**config.mk**
```make
export PLATFORM = sky130hd
export DESIGN_NAME = pipe_step_ctrl
export DESIGN_NICKNAME = d
export VERILOG_FILES = /design/src/rtl/pipe_step_ctrl.sv
export SDC_FILE = /design/constraint.sdc
export NUM_CORES = 1
export LEC_CHECK = 0
export ABC_AREA = 1
export CAP_MARGIN = 10
export CORE_ASPECT_RATIO = 1.75
export CORE_MARGIN = 2
export CORE_UTILIZATION = 25
export CTS_BUF_LIST = sky130_fd_sc_hd__clkbuf_16
export CTS_CLUSTER_DIAMETER = 120
export DETAILED_ROUTE_END_ITERATION = 7
export PLACE_DENSITY = 0.45
export SLEW_MARGIN = 10
export SYNTH_ARGS = -nofsm -noshare
export SYNTH_HDL_FRONTEND = slang
export SYNTH_SLANG_ARGS = --single-unit
export TNS_END_PERCENT = 1
```
**constraint.sdc**
```tcl
create_clock -name i_cclk -period 1.7 [get_ports i_cclk]
set_clock_uncertainty 0.05 [all_clocks]
set_input_delay 0.51 -clock i_cclk [delete_from_list [all_inputs] [get_ports i_cclk]]
set_output_delay 0.51 -clock i_cclk [all_outputs]
set_load 0.1 [all_outputs]
```
**src/rtl/pipe_step_ctrl.sv**
```systemverilog
// Step sequencer for the board-level pipelined MIPS datapath: issues pipeline
// clock pulses (single-step or free-run), requests LCD refreshes and stops on PC breakpoints.
module pipe_step_ctrl #(
    parameter int PULSE_W  = 4,
    parameter int SETTLE_W = 4,
    parameter int RUN_DIV  = 25000000,
    parameter int DIV_W    = 25
) (
    input  logic        i_cclk,
    input  logic        i_rst_n,
    input  logic        i_step_btn,
    input  logic        i_run_sw,
    input  logic        i_bp_en,
    input  logic [31:0] i_bp_pc,
    input  logic [31:0] i_pc,
    input  logic        i_lcd_busy,
    output logic        o_pipe_clk,
    output logic [7:0]  o_clk_cnt,
    output logic        o_lcd_refresh,
    output logic        o_halted,
    output logic [2:0]  o_state
);

    typedef enum logic [2:0] {
        S_IDLE     = 3'd0,
        S_PULSE    = 3'd1,
        S_SETTLE   = 3'd2,
        S_REFRESH  = 3'd3,
        S_WAIT_LCD = 3'd4,
        S_GAP      = 3'd5,
        S_HALT     = 3'd6
    } state_t;

    localparam logic [DIV_W-1:0] LP_PULSE_LAST  = DIV_W'(PULSE_W - 1);
    localparam logic [DIV_W-1:0] LP_SETTLE_LAST = DIV_W'(SETTLE_W - 1);
    localparam logic [DIV_W-1:0] LP_GAP_LAST    = DIV_W'(RUN_DIV - 1);

    state_t           r_state;
    state_t           w_next;
    logic [DIV_W-1:0] r_cnt;
    logic [7:0]       r_clk_cnt;
    logic             r_btn_q;
    logic             r_btn_prev;
    logic             r_pipe_clk;
    logic             r_lcd_refresh;
    logic             r_halted;
    logic             w_step_edge;
    logic             w_bp_hit;
    logic             w_counting;
    logic             w_pipe_clk_d;
    logic             w_lcd_refresh_d;
    logic             w_halted_d;

    assign w_step_edge = r_btn_q & ~r_btn_prev;
    assign w_bp_hit    = i_bp_en && (i_pc == i_bp_pc);
    assign w_counting  = (r_state == S_PULSE) || (r_state == S_SETTLE) || (r_state == S_GAP);

    // Display handshake: o_lcd_refresh is a one-cycle strobe; the display raises
    // i_lcd_busy while it redraws, and no further step is issued until i_lcd_busy is
    // low, sampled from the cycle after the strobe onwards.
    always_comb begin
        w_next = r_state;
        case (r_state)
            S_IDLE:     if (w_step_edge || i_run_sw) w_next = S_PULSE;
            S_PULSE:    if (r_cnt == LP_PULSE_LAST) w_next = S_SETTLE;
            S_SETTLE:   if (r_cnt == LP_SETTLE_LAST) w_next = S_REFRESH;
            S_REFRESH:  w_next = S_WAIT_LCD;
            S_WAIT_LCD: begin
                if (!i_lcd_busy) begin
                    if (w_bp_hit)      w_next = S_HALT;
                    else if (i_run_sw) w_next = S_GAP;
                    else               w_next = S_IDLE;
                end
            end
            S_GAP: begin
                if (!i_run_sw)                 w_next = S_IDLE;
                else if (r_cnt == LP_GAP_LAST) w_next = S_PULSE;
            end
            S_HALT: begin
                if (w_step_edge)   w_next = S_PULSE;
                else if (!i_bp_en) w_next = S_IDLE;
            end
            default:    w_next = S_IDLE;
        endcase
    end

    // Outputs are decoded from the next state and then registered, so they line up with r_state.
    always_comb begin
        w_pipe_clk_d    = (w_next == S_PULSE);
        w_lcd_refresh_d = (w_next == S_REFRESH);
        w_halted_d      = (w_next == S_HALT);
    end

    always_ff @(posedge i_cclk or negedge i_rst_n) begin
        if (!i_rst_n) begin
            r_state       <= S_IDLE;
            r_cnt         <= '0;
            r_clk_cnt     <= 8'd0;
            r_btn_q       <= 1'b0;
            r_btn_prev    <= 1'b0;
            r_pipe_clk    <= 1'b0;
            r_lcd_refresh <= 1'b0;
            r_halted      <= 1'b0;
        end else begin
            r_state       <= w_next;
            r_btn_q       <= i_step_btn;
            r_btn_prev    <= r_btn_q;
            r_pipe_clk    <= w_pipe_clk_d;
            r_lcd_refresh <= w_lcd_refresh_d;
            r_halted      <= w_halted_d;
            if (w_next != r_state) r_cnt <= '0;
            else if (w_counting)   r_cnt <= r_cnt + 1'b1;
            if ((w_next == S_PULSE) && (r_state != S_PULSE)) r_clk_cnt <= r_clk_cnt + 8'd1;
        end
    end

    assign o_pipe_clk    = r_pipe_clk;
    assign o_clk_cnt     = r_clk_cnt;
    assign o_lcd_refresh = r_lcd_refresh;
    assign o_halted      = r_halted;
    assign o_state       = r_state;

endmodule
```
# Yosys cells after proc, flatten, opt, wreduce, memory -nomap -nowiden
# Index checks and enable logic that the tools add are counted.
[totals] regBits=41 latch_bits=0 mem_bits_rw=0 mem_bits_ro=0 input_bits=70 output_inout_bits=14 word_cells=46 memories=0
[classes] n_addsub=2 multipliers=0 div=0 order_cmp=0 eq_ne=14 n_shift=0 muxes=13 bitwise_logic=2 n_reduce_logical=7
[op_table] operator="$mux W25" count=2
[op_table] operator="$eq A32 B32 Y1" count=1
[op_table] operator="$mux W3" count=10
[op_table] operator="$add A25 B1 Y25 const B" count=1
[op_table] operator="$eq A25 B2 Y1 const B" count=1
[op_table] operator="$eq A25 B25 Y1 const B" count=1
[op_table] operator="$pmux W3 S7" count=1
[op_table] operator="$eq A3 B3 Y1 const B" count=4
[op_table] operator="$eq A3 B2 Y1 const B" count=3
[op_table] operator="$add A8 B1 Y8 const B" count=1
[op_table] operator="$eq A3 B1 Y1 const B" count=2
[op_table] operator="$logic_not A3 Y1" count=1
[op_table] operator="$logic_or A1 B1 Y1" count=3
[op_table] operator="$ne A3 B1 Y1 const B" count=1
[op_table] operator="$ne A3 B3 Y1" count=1
[op_table] operator="$logic_and A1 B1 Y1" count=2
[op_table] operator="$reduce_bool A2 Y1" count=1
[op_table] operator="$and A1 B1 Y1" count=1
[op_table] operator="$not A1 Y1" count=1

# Logic depth before layout (Yosys ltp)
[logic_depth] depth_word=7 mapped_depth=16

# Worst setup path before layout
# No wires, ideal clock.
[synth_timing] path_kind="flip-flop to flip-flop" startpoint="reg r_state[0] (netlist: o_state[0])" endpoint="reg r_cnt[6]" setup_ns=0.130 arrival_ns=2.274 t_required_ns=1.520 setup_slack_ns=-0.754 path_stages_with_launch=13 period_less_slack_ns=2.454 path_cell_list="dfrtp_1 inv_1 nand3_1 nor2_1 inv_1 nand2_1 nor2_4 nand3_1 nand2_1 inv_2 nand3_4 buf_12 nor2_4"
[synth_between] elab_chain_cells=5
[synth_rtl] element="from (decl)" line_no="38" source="state_t r_state;"
[synth_rtl] element="from (signal assigned)" line_no="105" source="r_state <= w_next;"
[synth_rtl] element="$mux W3, on equally long branches" line_no="81, 77"
[synth_rtl] element="$mux W3, on equally long branches" line_no="80, 76"
[synth_rtl] element="$pmux W3 S7" line_no="63" source="case (r_state)"
[synth_rtl] element="$ne A3 B3 Y1" line_no="111" source="if (w_next != r_state) r_cnt <= '0;"
[synth_rtl] element="$mux W25 / $reduce_bool A2 Y1 (equally long branches)"
[synth_rtl] element="to (signal assigned)" line_no="112" source="else if (w_counting) r_cnt <= r_cnt + 1'b1;"
[synth_rtl] element="to (decl)" line_no="40" source="logic [DIV_W-1:0] r_cnt;"
# Several ways; a longest one is shown, not always the timed one.
# A chain may end at the register's enable or synchronous reset.

# Worst setup path in the final report
[layout_timing] startpoint="reg r_cnt[4]" endpoint="reg r_cnt[23]"
[layout_between] elab_chain_cells=6
[layout_rtl] element="$eq A25 B25 Y1" line_no="77" source="else if (r_cnt == LP_GAP_LAST) w_next = S_PULSE;"
[layout_rtl] element="$mux W3" line_no="77"
[layout_rtl] element="$mux W3" line_no="76" source="if (!i_run_sw) w_next = S_IDLE;"
[layout_rtl] element="$pmux W3 S7" line_no="63"
[layout_rtl] element="$ne A3 B3 Y1" line_no="111"
[layout_rtl] element="$mux W25 / $reduce_bool A2 Y1 (equally long branches)"
# Several ways; a longest one is shown, not always the timed one. The select of a mux whose other input is x is not followed.

==> flow_summary.ini <==
[flow_run]
cap_violations = 0

[worst_setup_path]
reg2reg_slack_ns = -0.33
arrival_ns = 2.16
cp.required_ns = 1.83
reg2reg_depth = 12
path_max_fanout = 3
path_class = reg -> reg
r2r-end = r_cnt[23]
endpoint_kind = flop
r2r-start = r_cnt[4]
critPathLaunchType = flop

[layout]
multiInputGateArea_um2 = 2660
ff_latch_area_um2 = 1040
num-fill-cells = 1445
diodes = 0
drive_gt1_share_pct = 44.4
nets = 836
area_growth_pct = 78.8

[drt]
drc = 0
wl_per_cell_um = 14.3
via_per_inst = 4.46
dr.pass1.iters = 5
route.met2.wl_um = 8320
m1WireLength_um = 4290
route.met3.wl_um = 319
detail_route.wirelength_um = 13500
antenna_left = 0
drt_iter0_markers = 122
num_vias = 4219
top_layer = met4

[placed_design]
hpwl_um = 11100
pre_cts_slack_ns = -1.06
io_buffers = 83
gp_congestion = 0.918

[die]
io-pin-count = 84
die_area_um2 = 15500
die_x_um = 95.1
die_height_um = 163
start_util_pct = 25.4
rows = 58
core-area_um2 = 14300

[yosys]
synth_most_common_cell = nand2_1
synthCells = 550
synth_edf_count = 0
synth_common_cells = nand2_1 (171), inv_1 (87), nor2_1 (71)
synth_area_per_cell_um2 = 6.60
async_reset_ff_share_pct = 100
ys_warn_count = 0
ys_types = 38
synth_ff_type = dfrtp_1
synth-seq-cells = 41
synth_area_leaders = dfrtp_1 (28%), nand2_1 (18%), inv_1 (9.0%)
syn-num-nets = 622
syn_area_um2 = 3630
ys_seq_area_share_pct = 28.3
yosys.area.top_type_share_pct = 28.3
synth_top_area_cell = dfrtp_1

[run_status]
failed_checks = setup timing
status = finished with violations

[timing]
max_slew_margin_pct = 72.1
rsz0062_at_grt = true
finalSetupViolCount = 35
final.setup.worst_slack_ns = -0.329
hold_violations = 0
final_max_slew_viol_count = 0
period_share_pct = 119
clock.fmax_mhz = 493
finalSetupTns_ns = -9.30
fin_crit_ns = 2.03
worst_pin_slew_ns = 0.415

[clocking]
cts.sinks = 41
cts_buffer_depth = 2
cts_buffers = 5
cts_tree = built
clk_latency_ns = 0.29
htree_levels = 2
ctsRootBufferMaster = clkbuf_16
holdBufCountCts = 0
clk_pin_slew_ns = 0.06

[pwr]
leakagePower_uw = 0.00348
p_per_area_nw_per_um2 = 1050
ir_drop_v = 0.000818

[grt]
antenna_found_initial = 0
grt_overflow_total = 0
grt_pass1_vias = 4376
grt_max_degree = 30
grtUsageTotal_pct = 16.9
grt_pass1_wl_um = 20000

[min_path]
hold_class = in -> async
==> per-stage QoR <==
stage	cells	hold slack [ns]	instance area, um^2	total power, uW	util [%]
after detailed placement	921	0.318	5680	4960	39.7
after global routing	945	0.0997	6490	7180	45.4
final	945	0.0749	6490	6810	45.4
after CTS	929	0.0760	5950	6280	41.6
after global placement	921	0.321	5680	4920	39.7
after floorplan	550	0.164	3660	3570	-
==> worst max-delay path, stage by stage (launching register included) <==
cell	delay (ns)
dfrtp_1	0.36
buf_4	0.13
nand2_1	0.08
inv_2	0.09
nand2_2	0.07
nor2_4	0.14
nand4_4	0.14
nor3_4	0.24
inv_2	0.07
nor2_4	0.15
nand3_4	0.13
xor2_4	0.21
nor2_4	0.05
==> where the power goes <==
group,switching [uW],internal [uW]
registers,183,1100
logic,2480,1810
clock network,385,838
==> cell usage in the layout (no fill, tap or decap), types with 19 or more instances in the layout <==
cell type,synthesis,layout
buf_4,0,118
dfrtp_1,41,38
dlymetal6s2s_1,0,43
inv_1,87,71
inv_2,4,19
nand2_1,171,123
nand2_2,1,45
nand3_1,29,22
nand4_1,22,22
nor2_1,71,49
nor2_2,6,21
nor2_4,22,29
==> registers in the layout, indices dropped and copies added, names as in the netlist <==
| register | count |
|---|---|
| o_state | 3 |
| r_cnt | 25 |
| r_btn_q | 1 |
| o_lcd_refresh | 1 |
| o_halted | 1 |
| r_btn_prev | 1 |
| o_pipe_clk | 1 |
| o_clk_cnt | 8 |
==> layer usage <==
layer,global-route usage [%],vias to the layer above
met5,0,-
met3,1.34,33
li1,-,2121
met1,13.9,1963
met4,7.84,0
met2,37.1,102
==> area by class of cell <==
type	instances	share of cell area [%]
multi-input combinational	414	41.0
timing repair buffer	210	31.2
sequential	41	16.0
inverter	92	5.40
tap	180	3.47
clock buffer	5	1.93
clock inverter	3	1.00
==> timing repair <==
action,4_1_cts,5_1_grt
setup endpoints to repair,38,39
buffers inserted,0,14
gates resized for setup,26,210
pin swaps,3,62
cloned,0,2
==> logic make-up (layout without fill, tap and decap cells) <==
logic type,Yosys count,after routing,share of synthesized area [%]
muxes,1,1,0.276
and+or+nand+nor,361,361,49.3
DFF,41,41,28.3
buffers and inverters,95,310,10.8
xor gates and xnor gates,33,33,7.96
adders and majority gates,2,2,0.689
AOI/OAI and AO/OA,17,17,2.69
==> how the worst max path moves through the flow <==
stage	slack, ns	start	cells past startpoint	end
floorplan	-0.28	o_state[0]	10	r_cnt[23]
global placement	-1.02	i_pc[0]	15	r_cnt[9]
detailed placement	-1.06	i_pc[0]	15	o_clk_cnt[0]
CTS	-0.61	i_pc[0]	15	r_cnt[14]
global route	-0.44	r_cnt[5]	12	r_cnt[24]
finish	-0.33	r_cnt[4]	12	r_cnt[23]
No activity file was read; power rests on OpenSTA's default activity.
